[config.mk]
export PLATFORM = sky130hd
export DESIGN_NAME = cau_cmd_issuer
export DESIGN_NICKNAME = d
export VERILOG_FILES = /design/src/rtl/cau_pkg.sv /design/src/rtl/cau_cmd_fifo.sv /design/src/rtl/cau_cmd_issuer.sv
export SDC_FILE = /design/constraint.sdc
export NUM_CORES = 1
export LEC_CHECK = 0
export CORE_MARGIN = 2
export CORE_UTILIZATION = 25
export DETAILED_ROUTE_END_ITERATION = 10
export GPL_ROUTABILITY_DRIVEN = 0
export PLACE_DENSITY = 0.39
export SYNTH_ARGS = -nofsm -noshare
export SYNTH_HDL_FRONTEND = slang
export SYNTH_SLANG_ARGS = --single-unit
[constraint.sdc]
create_clock -name clk -period 8.88 [get_ports clk]
set_input_delay 0.888 -clock clk [delete_from_list [all_inputs] [get_ports clk]]
set_output_delay 0.888 -clock clk [all_outputs]
set_load 0.01 [all_outputs]
[src/rtl/cau_pkg.sv]
// Shared definitions for the CAU command issuer.
// Contents: the opcode encodings, the data bus width, the queued command
// record and the issuer FSM state encoding.
package cau_pkg;

    localparam int BUS_W = 72;
    // Destination field is stored at a fixed width so that the command record
    // does not depend on N_CAU; narrower destination ports are zero-extended.
    localparam int DST_W = 8;

    typedef enum logic [1:0] {
        OP_NOOP        = 2'b00,
        OP_LOAD_SCOPE  = 2'b01,
        OP_LOAD_KERNEL = 2'b10,
        OP_CLEAR       = 2'b11
    } cau_op_e;

    typedef struct packed {
        cau_op_e          op;
        logic             bcast;
        logic [DST_W-1:0] dst;
        logic [BUS_W-1:0] data;
    } cau_cmd_t;

    typedef enum logic [1:0] {
        ST_IDLE  = 2'b00,
        ST_ISSUE = 2'b01,
        ST_GAP   = 2'b10
    } issuer_state_e;

endpackage

[src/rtl/cau_cmd_fifo.sv]
// Synchronous command FIFO with a registered occupancy count.
// Ports:
//   clk, rst        - clock and synchronous active-high reset
//   push, wr_cmd    - write strobe and command; ignored while full
//   pop, rd_cmd     - read strobe and head-of-queue command (valid when !empty)
//   full, empty     - flags decoded from the registered count
// A push while full is refused even if a pop happens on the same edge.
module cau_cmd_fifo
    import cau_pkg::*;
#(
    parameter int DEPTH = 4
)
(
    input  logic     clk,
    input  logic     rst,
    input  logic     push,
    input  cau_cmd_t wr_cmd,
    input  logic     pop,
    output cau_cmd_t rd_cmd,
    output logic     full,
    output logic     empty
);

    localparam int PTR_W = (DEPTH > 1) ? $clog2(DEPTH) : 1;
    localparam logic [PTR_W:0] DEPTH_C = (PTR_W + 1)'(DEPTH);

    cau_cmd_t         mem_r [DEPTH];
    logic [PTR_W-1:0] wr_ptr_r;
    logic [PTR_W-1:0] rd_ptr_r;
    logic [PTR_W:0]   count_r;
    logic             push_ok_s;
    logic             pop_ok_s;

    assign full      = (count_r == DEPTH_C);
    assign empty     = (count_r == '0);
    assign push_ok_s = push && !full;
    assign pop_ok_s  = pop && !empty;
    assign rd_cmd    = mem_r[rd_ptr_r];

    // Payload storage; not reset because the pointers qualify every read.
    always_ff @(posedge clk) begin
        if (push_ok_s) begin
            mem_r[wr_ptr_r] <= wr_cmd;
        end
    end

    // Pointer and occupancy bookkeeping; DEPTH is a power of two so the
    // pointers wrap naturally.
    always_ff @(posedge clk) begin
        if (rst) begin
            wr_ptr_r <= '0;
            rd_ptr_r <= '0;
            count_r  <= '0;
        end else begin
            if (push_ok_s) begin
                wr_ptr_r <= wr_ptr_r + PTR_W'(1);
            end
            if (pop_ok_s) begin
                rd_ptr_r <= rd_ptr_r + PTR_W'(1);
            end
            case ({push_ok_s, pop_ok_s})
                2'b10:   count_r <= count_r + (PTR_W + 1)'(1);
                2'b01:   count_r <= count_r - (PTR_W + 1)'(1);
                default: count_r <= count_r;
            endcase
        end
    end

endmodule

[src/rtl/cau_cmd_issuer.sv]
// Queues host commands and issues them to a row of CAUs over a shared bus.
// Each issue occupies one ISSUE cycle followed by GAP idle cycles.
// Ports:
//   clk, rst                    - clock and synchronous active-high reset
//   req_valid/req_ready         - host command handshake (accept on both high)
//   req_op/req_bcast/req_dst    - opcode, broadcast flag, target CAU index
//   req_data                    - nine packed 8-bit scope/kernel values
//   select/opcode/bus           - registered CAU-side outputs
//   busy                        - queue non-empty or FSM not idle
//   issue_cnt                   - wrapping count of commands that selected a CAU
module cau_cmd_issuer
    import cau_pkg::*;
#(
    parameter int N_CAU = 4,
    parameter int DEPTH = 4,
    parameter int GAP   = 2
)
(
    input  logic                                          clk,
    input  logic                                          rst,
    input  logic                                          req_valid,
    output logic                                          req_ready,
    input  logic [1:0]                                    req_op,
    input  logic                                          req_bcast,
    input  logic [((N_CAU > 1) ? $clog2(N_CAU) : 1)-1:0] req_dst,
    input  logic [BUS_W-1:0]                              req_data,
    output logic [N_CAU-1:0]                              select,
    output logic [1:0]                                    opcode,
    output logic [BUS_W-1:0]                              bus,
    output logic                                          busy,
    output logic [15:0]                                   issue_cnt
);

    localparam int GCW = (GAP > 1) ? $clog2(GAP) : 1;

    issuer_state_e    state_r;
    logic [GCW-1:0]   gap_cnt_r;
    logic [N_CAU-1:0] select_r;
    logic [1:0]       opcode_r;
    logic [BUS_W-1:0] bus_r;
    logic [15:0]      issue_cnt_r;
    logic             ready_en_r;

    cau_cmd_t         wr_cmd_s;
    cau_cmd_t         head_s;
    logic             fifo_full_s;
    logic             fifo_empty_s;
    logic             push_s;
    logic             pop_s;
    logic             gap_last_s;
    logic [N_CAU-1:0] sel_next_s;
    logic             counts_s;

    assign wr_cmd_s.op    = cau_op_e'(req_op);
    assign wr_cmd_s.bcast = req_bcast;
    assign wr_cmd_s.dst   = DST_W'(req_dst);
    assign wr_cmd_s.data  = req_data;

    // Acceptance is blocked during reset and for as long as the queue is full.
    assign req_ready  = ready_en_r && !fifo_full_s;
    assign push_s     = req_valid && req_ready;
    assign gap_last_s = (gap_cnt_r == '0);

    assign select    = select_r;
    assign opcode    = opcode_r;
    assign bus       = bus_r;
    assign issue_cnt = issue_cnt_r;
    assign busy      = !fifo_empty_s || (state_r != ST_IDLE);

    cau_cmd_fifo #(
        .DEPTH (DEPTH)
    ) u_fifo (
        .clk    (clk),
        .rst    (rst),
        .push   (push_s),
        .wr_cmd (wr_cmd_s),
        .pop    (pop_s),
        .rd_cmd (head_s),
        .full   (fifo_full_s),
        .empty  (fifo_empty_s)
    );

    // Ready enable: low through reset, high from the first edge after it.
    always_ff @(posedge clk) begin
        if (rst) begin
            ready_en_r <= 1'b0;
        end else begin
            ready_en_r <= 1'b1;
        end
    end

    // Pop decision: the head is taken from IDLE, or on the final GAP cycle so
    // back-to-back commands are spaced exactly 1+GAP cycles apart.
    always_comb begin
        pop_s = 1'b0;
        case (state_r)
            ST_IDLE: begin
                if (!fifo_empty_s) begin
                    pop_s = 1'b1;
                end else begin
                    pop_s = 1'b0;
                end
            end
            ST_GAP: begin
                if (gap_last_s && !fifo_empty_s) begin
                    pop_s = 1'b1;
                end else begin
                    pop_s = 1'b0;
                end
            end
            default: pop_s = 1'b0;
        endcase
    end

    // Select decode for the head command. An out-of-range destination matches
    // no CAU and yields an all-zero select; NOOP never selects anything.
    always_comb begin
        sel_next_s = '0;
        if (head_s.op == OP_NOOP) begin
            sel_next_s = '0;
        end else if (head_s.bcast) begin
            sel_next_s = '1;
        end else begin
            for (int i = 0; i < N_CAU; i++) begin
                sel_next_s[i] = (head_s.dst == DST_W'(i));
            end
        end
        counts_s = |sel_next_s;
    end

    // Issuer FSM with registered CAU outputs. The bus keeps its last value
    // outside ISSUE; select and opcode return to zero.
    always_ff @(posedge clk) begin
        if (rst) begin
            state_r     <= ST_IDLE;
            gap_cnt_r   <= '0;
            select_r    <= '0;
            opcode_r    <= 2'b00;
            bus_r       <= '0;
            issue_cnt_r <= 16'd0;
        end else if (pop_s) begin
            state_r  <= ST_ISSUE;
            select_r <= sel_next_s;
            opcode_r <= head_s.op;
            bus_r    <= head_s.data;
            if (counts_s) begin
                issue_cnt_r <= issue_cnt_r + 16'd1;
            end
        end else begin
            case (state_r)
                ST_ISSUE: begin
                    state_r   <= ST_GAP;
                    select_r  <= '0;
                    opcode_r  <= 2'b00;
                    gap_cnt_r <= GCW'(GAP - 1);
                end
                ST_GAP: begin
                    if (gap_last_s) begin
                        state_r <= ST_IDLE;
                    end else begin
                        gap_cnt_r <= gap_cnt_r - GCW'(1);
                    end
                end
                default: begin
                    state_r  <= ST_IDLE;
                    select_r <= '0;
                    opcode_r <= 2'b00;
                end
            endcase
        end
    end

endmodule

# Word-level counts from Yosys, hierarchy flattened
# Memory sizes are Yosys's and may differ from the RTL's. A register that Yosys moved wholly into a read port is not among the register bits.
# Index checks and enable logic that the tools add are counted.
dict set report word_totals {
  register_bits 105
  ram_bits 308
  inputBits 80
  output_inout_bits 96
  word_cells 70
  n_memories 1
}
dict set report op_classes {
  addsub 6
  n_eq_ne 11
  muxes 20
  bitwise 2
  n_reduce_logical 19
}
# name depth word_bits read_ports rd_ports_with_merged_regs write_ports line
set mem_list {}
lappend mem_list {u_fifo.mem_r 4 77 1 1 1 cau_cmd_fifo.sv:27} ;# cau_cmd_t mem_r [DEPTH];
# op count
set ops {}
lappend ops {{$add A16 B1 Y16 const B} 1}
lappend ops {{$eq A8 B2 Y1 const B} 2}
lappend ops {{$mux W4} 4}
lappend ops {{$mux W2} 5}
lappend ops {{$eq A8 B1 Y1 const B} 1}
lappend ops {{$logic_not A8 Y1} 1}
lappend ops {{$mux W1} 7}
lappend ops {{$pmux W3 S2} 1}
lappend ops {{$reduce_bool A2 Y1} 3}
lappend ops {{$logic_and A1 B1 Y1} 5}
lappend ops {{$add A2 B1 Y2 const B} 2}
lappend ops {{$eq A2 B1 Y1 const B} 2}
lappend ops {{$eq A2 B2 Y1 const B} 2}
lappend ops {{$logic_not A2 Y1} 2}
lappend ops {{$pmux W1 S2} 2}
lappend ops {{$pmux W2 S2} 1}
lappend ops {{$reduce_and A2 Y1} 2}
lappend ops {{$reduce_or A4 Y1} 1}
lappend ops {{$add A3 B1 Y3 const B} 1}
lappend ops {{$eq A3 B3 Y1 const B} 1}
lappend ops {{$logic_not A3 Y1} 1}
lappend ops {{$ne A3 B2 Y1 const B} 1}
lappend ops {{$sub A3 B1 Y3 const B} 1}
lappend ops {{$logic_not A1 Y1} 2}
lappend ops {{6 further kinds} 7}

# Longest topological paths before layout
dict set report depth {
  ltp_word 8
  mapped_depth 13
  ltp_nobuf 11
}

# Hierarchy
# Synthesis repeated with hierarchy kept, for this count alone.
dict set report hier_totals {
  cells_unflattened 945
  area_unflattened_um2 16160.5
}
# module instances cells_per_inst area_per_inst_um2 seq_area_each_um2
set modules_own_cells {}
lappend modules_own_cells {cau_cmd_fifo 1 487 12448.2 10149.7}
lappend modules_own_cells {cau_cmd_issuer 1 458 3712.3 1961.9}

# Worst setup path before layout
# Ideal clock, no wire load.
dict set report synth_timing {
  kind {flip-flop to flip-flop}
  start {reg u_fifo.count_r[0]}
  end {mem u_fifo.mem_r[2][0] in the netlist's numbering, enable pin}
  setup_ns 0.444
  t_arrival_ns 2.819
  setup_slack_ns 5.616
  path_stages_with_launch 4
  path_buffers 0
  synth_period_minus_slack_ns 3.264
  path_cell_list {dfxtp_1 nor2_1 a21boi_0 and3_1}
}
dict set report synth_via {
  elab_chain_cells 7
}
# element line
set synth_lines {}
lappend synth_lines {{from (decl)} cau_cmd_fifo.sv:30} ;# logic [PTR_W:0] count_r;
lappend synth_lines {{from (signal assigned)} cau_cmd_fifo.sv:62} ;# 2'b10: count_r <= count_r + (PTR_W + 1)'(1);
lappend synth_lines {{from (signal assigned)} cau_cmd_fifo.sv:63} ;# 2'b01: count_r <= count_r - (PTR_W + 1)'(1);
lappend synth_lines {{from (signal assigned)} cau_cmd_fifo.sv:64} ;# default: count_r <= count_r;
lappend synth_lines {{$eq A3 B3 Y1} cau_cmd_fifo.sv:34} ;# assign full = (count_r == DEPTH_C);
lappend synth_lines {{$logic_not A1 Y1} cau_cmd_issuer.sv:60} ;# assign req_ready = ready_en_r && !fifo_full_s;
lappend synth_lines {{$logic_and A1 B1 Y1} cau_cmd_issuer.sv:60}
lappend synth_lines {{via req_ready} cau_cmd_issuer.sv:22} ;# output logic req_ready,
lappend synth_lines {{$logic_and A1 B1 Y1} cau_cmd_issuer.sv:61} ;# assign push_s = req_valid && req_ready;
lappend synth_lines {{$logic_and A1 B1 Y1} cau_cmd_fifo.sv:36} ;# assign push_ok_s = push && !full;
lappend synth_lines {{$mux W1} cau_cmd_fifo.sv:42} ;# if (push_ok_s) begin
lappend synth_lines {{$mux W1 (not written as such)} cau_cmd_fifo.sv:43} ;# mem_r[wr_ptr_r] <= wr_cmd;
lappend synth_lines {{to (decl)} cau_cmd_fifo.sv:27}
# The timed path passes the listed nets, and every way through them passes these cells.

# Worst setup path after layout
dict set report layout_timing {
  start {reg u_fifo.count_r[0]}
  end {out req_ready}
}
dict set report layout_via {
  elab_chain_cells 3
}
# element line
set layout_lines {}
lappend layout_lines {{$eq A3 B3 Y1} cau_cmd_fifo.sv:34}
lappend layout_lines {{$logic_not A1 Y1} cau_cmd_issuer.sv:60}
lappend layout_lines {{$logic_and A1 B1 Y1} cau_cmd_issuer.sv:60}
lappend layout_lines {{to (decl)} cau_cmd_issuer.sv:22}
# No other way between the ends.

==> metrics.md <==
| Metric | Value |
|---|---|
| Worst hold-check path type | flip-flop to flip-flop |
| Power Density | 298 mW/mm^2 |
| Final antenna-violating net count | 0 |
| Max IR drop VDD | 0.000127 V |
| Total Die Area | 0.0627 mm^2 |
| Area overhead of the layout relative to synthesis | 27.3% |
| Core outline area | 0.0602 mm^2 |
| Power spent charging and discharging nets | 1640 uW |
| Length of the first detailed-routing pass in iterations | 5 |
| Source of the worst register-to-register timing path | state_r[0]$_SDFFE_PP0P_ |
| Worst Path Arrival | 2.32 ns |
| Synthesized instance count | 905 |
| Residual DRC count | 0 |
| Clock skew after layout | 0.0153 ns |
| Register-to-register path setup slack | 5.68 ns |
| Width of the die | 250 um |
| Sw Ratio | 0.285 |
| Worst-Skew Late Latency | 0.58 ns |
| Overall track demand over capacity in global routing | 0.119 |
| Vias per std cell | 4.32 |
| Buffer type at the clock tree root | sky130_fd_sc_hd__clkbuf_16 |
| Maximum Capacitance Violations | 0 |
| Top cell type by total area after synthesis | sky130_fd_sc_hd__edfxtp_1 |
| Number of design-rule violations left by the first detailed-router iteration | 507 |
| Synth cell count leaders | 308 x sky130_fd_sc_hd__edfxtp_1, 153 x sky130_fd_sc_hd__nand2_1, 107 x sky130_fd_sc_hd__dfxtp_1, 97 x sky130_fd_sc_hd__a21oi_1, 77 x sky130_fd_sc_hd__mux4_2 |
| Number of warnings printed during yosys synthesis | 0 |
| Number of flip-flops and latches in the synthesized netlist | 415 |
| Cell-internal power | 4120 uW |
| Top cell type's share of synthesized area | 0.609 |
| Setup TNS after final layout | 0 ns |
| Fraction of registers with async set or reset after synthesis | 0 |
| Clock tree from TritonCTS | yes |
| Startpoint class of the critical path | flip-flop |
| Slew at the pin closest to its max-slew limit | 1.02 ns |
| Vertical extent of the die | 250 um |
| Worst Setup EP | req_ready |
| Routed length per placed instance | 19.4 um |
| Antenna violations before repair | 3 |
| Effective utilization at floorplan | 0.252 |
| Floorplan row count | 90 |
| Result of the run | finished, final reports clean |
| Remaining global-route overflow | 0 |
| Routed wire length | 37100 um |
| Total clock buffers created by CTS | 48 |
| Slew Limit Fails | 0 |
| Critical path origin | u_fifo.count_r[0]$_SDFFE_PP0P_ |
| # nets final | 1178 |
| Endpoint required time on the critical path | 7.99 ns |
| Post-synth EDFFs | 308 |
| Buffers on Ports | 175 |
| Standby leakage power | 0.00610 uW |
| Count of pins on the block boundary | 176 |
| Total number of vias | 8244 |
| Final Hold Fails | 0 |
| Largest net degree at the start of global routing | 82 |
| Count of antenna diodes in the layout | 0 |
| Syn avg cell area | 16.8 um^2 |
| Min Clock Period, post-route | 3.21 ns |
| Final cycle utilization of the critical path | 0.361 |
| Register share of total power | 0.435 |
| Via count of the first global-routing pass | 8701 |
| Max frequency | 312 MHz |
| Clk sinks | 415 |
| Clock-pin slew of the registers on the worst-case setup and hold paths | 0.06 ns |
| Kind of end point of the critical path | output pin |
| Unique masters post-synth | 37 |
| Logic pwr share | 0.232 |
| Proportion of power drawn by the clock network | 0.334 |
| Top area cells in the synthesized netlist | sky130_fd_sc_hd__edfxtp_1 61%, sky130_fd_sc_hd__dfxtp_1 14%, sky130_fd_sc_hd__mux4_2 11%, sky130_fd_sc_hd__nand2_1 3.8%, sky130_fd_sc_hd__a21oi_1 3.2% |
| Postcts setup bufs | 0 |
| Share of synthesized area occupied by flip-flops and latches | 0.750 |
| Count of hold buffers inserted by post-cts repair | 0 |
| Number of H-tree levels | 2 |
| Top FF cell, synth | sky130_fd_sc_hd__edfxtp_1 |
| Critical path start-end classification | flip-flop to output pin |
| Cell area after synthesis | 0.0152 mm^2 |
| Final number of setup-violating endpoints | 0 |
| First-pass GRT wire length | 55900 um |
| Max Buffers Root-to-Sink | 3 |
| Most frequent cell after synthesis | sky130_fd_sc_hd__edfxtp_1 |
| Post-Place Setup Slack | 5.60 ns |
| Maximum fanout encountered on the critical timing path | 5 |
| Nets in the synthesized netlist | 995 |
| Critical register-to-register path endpoint | u_fifo.count_r[2]$_SDFFE_PP0P_ |
| Post-route worst setup slack | 5.67 ns |
| Post-cts repair resize count | 0 |
| RSZ-0062 raised after global routing | false |
| Worst-case reg-to-reg path depth | 11 |
| HPWL after DPL | 21300 um |
| Worst slew margin relative to its limit | 0.319 |
| Share of post-route cells with drive strength above 1 | 0.152 |
-- power groups by stage --
stage / Clock (uW) / Sequential [uW] / Combinational [uW]
after floorplan: 0 / 2550 / 709
after global placement: 0 / 2550 / 1380
after detailed placement: 0 / 2560 / 1380
after CTS: 2000 / 2520 / 1380
after global routing: 2070 / 2550 / 1470
final: 1920 / 2500 / 1340
-- per-stage QoR --
step	power (uW)	area [um^2]	hold slack (ns)	std cells	utilization
after floorplan	3260	15200	0.474	905	-
after global placement	3930	17800	0.447	1820	0.295
after detailed placement	3930	17800	0.447	1820	0.295
after CTS	5900	19300	0.455	1910	0.321
after global routing	6090	19300	0.476	1910	0.321
final	5760	19300	0.453	1910	0.321
-- worst max-delay path: stages, from the launching register on --
cell and delay (ns):
sky130_fd_sc_hd__dfxtp_1 0.43, sky130_fd_sc_hd__nor2_1 0.08, sky130_fd_sc_hd__a21boi_0 0.53, sky130_fd_sc_hd__clkdlybuf4s50_1 0.71
-- placed cells by master (no fill, tap or decap), types with 2 or more instances in the layout --
| cell | count |
|---|---|
| sky130_fd_sc_hd__o31ai_1 | 7 |
| sky130_fd_sc_hd__buf_4 | 10 |
| sky130_fd_sc_hd__inv_1 | 10 |
| sky130_fd_sc_hd__xnor2_1 | 2 |
| sky130_fd_sc_hd__and3_4 | 4 |
| sky130_fd_sc_hd__edfxtp_1 | 308 |
| sky130_fd_sc_hd__clkdlybuf4s50_1 | 174 |
| sky130_fd_sc_hd__nand3_1 | 15 |
| sky130_fd_sc_hd__mux2i_1 | 3 |
| sky130_fd_sc_hd__nand4_1 | 2 |
| sky130_fd_sc_hd__bufinv_16 | 2 |
| sky130_fd_sc_hd__or4_1 | 7 |
| sky130_fd_sc_hd__nand2_1 | 153 |
| sky130_fd_sc_hd__or3_1 | 9 |
| sky130_fd_sc_hd__ha_1 | 9 |
| sky130_fd_sc_hd__nor2b_1 | 3 |
| sky130_fd_sc_hd__dfxtp_1 | 105 |
| sky130_fd_sc_hd__a21oi_1 | 97 |
| sky130_fd_sc_hd__and4_1 | 2 |
| sky130_fd_sc_hd__clkbuf_8 | 6 |
| sky130_fd_sc_hd__mux4_2 | 77 |
| sky130_fd_sc_hd__clkinv_1 | 5 |
| sky130_fd_sc_hd__o21ai_0 | 8 |
| sky130_fd_sc_hd__clkbuf_1 | 10 |
| sky130_fd_sc_hd__clkbuf_16 | 50 |
| sky130_fd_sc_hd__o21bai_1 | 3 |
| sky130_fd_sc_hd__xor2_1 | 4 |
| sky130_fd_sc_hd__inv_6 | 2 |
| sky130_fd_sc_hd__clkinv_2 | 14 |
| sky130_fd_sc_hd__dfxtp_4 | 2 |
| sky130_fd_sc_hd__nor2_1 | 12 |
-- area by class of cell --
class	instances	area [um^2]
tap	782	978
clock inverter	24	178
fill	5818	40900
inverter	11	42.5
timing repair buffer	184	1820
clock buffer	66	1370
sequential	415	11400
multi-input combinational	428	3550
-- sequential cells by signal (all words and copies together) (netlist names), named ones only --
name / flops
u_fifo.rd_ptr_r: 2
opcode: 2
select: 4
issue_cnt: 16
u_fifo.count_r: 3
gap_cnt_r: 1
u_fifo.wr_ptr_r: 2
state_r: 2
bus: 72
ready_en_r: 1
u_fifo.mem_r: 308
-- cell families (layout without fill, tap and decap cells) --
| group | after synthesis | after routing | synth area share |
|---|---|---|---|
| adder cells (fa/ha/maj) | 10 | 10 | 0.00874 |
| flip-flops | 415 | 415 | 0.750 |
| AO/OA/AOI/OAI | 121 | 121 | 0.0440 |
| buffers and inverters | 62 | 285 | 0.0179 |
| XOR/XNOR | 6 | 6 | 0.00346 |
| multiplexers | 80 | 80 | 0.116 |
| AND/OR/NAND/NOR | 211 | 211 | 0.0593 |
-- worst min path at each step --
stage,startpoint,to,slack [ns],depth (start not counted)
floorplan,gap_cnt_r$_SDFFE_PP0P_,state_r[0]$_SDFFE_PP0P_,0.47,2
global placement,bus[0]$_SDFFE_PP0P_,bus[0]$_SDFFE_PP0P_,0.45,2
detailed placement,bus[60]$_SDFFE_PP0P_,bus[60]$_SDFFE_PP0P_,0.45,2
CTS,bus[60]$_SDFFE_PP0P_,bus[60]$_SDFFE_PP0P_,0.45,2
global route,bus[63]$_SDFFE_PP0P_,bus[63]$_SDFFE_PP0P_,0.48,2
finish,bus[60]$_SDFFE_PP0P_,bus[60]$_SDFFE_PP0P_,0.45,2
-- layer usage --
metal  part of all wire  track usage  up-vias
met5            0.00092            0        -
met4              0.019       0.0337        6
met3              0.047       0.0299       58
met2               0.47        0.190      172
met1               0.46        0.160     4170
li1                   -            -     3838
Note: power is estimated with default switching activity, not from simulation.
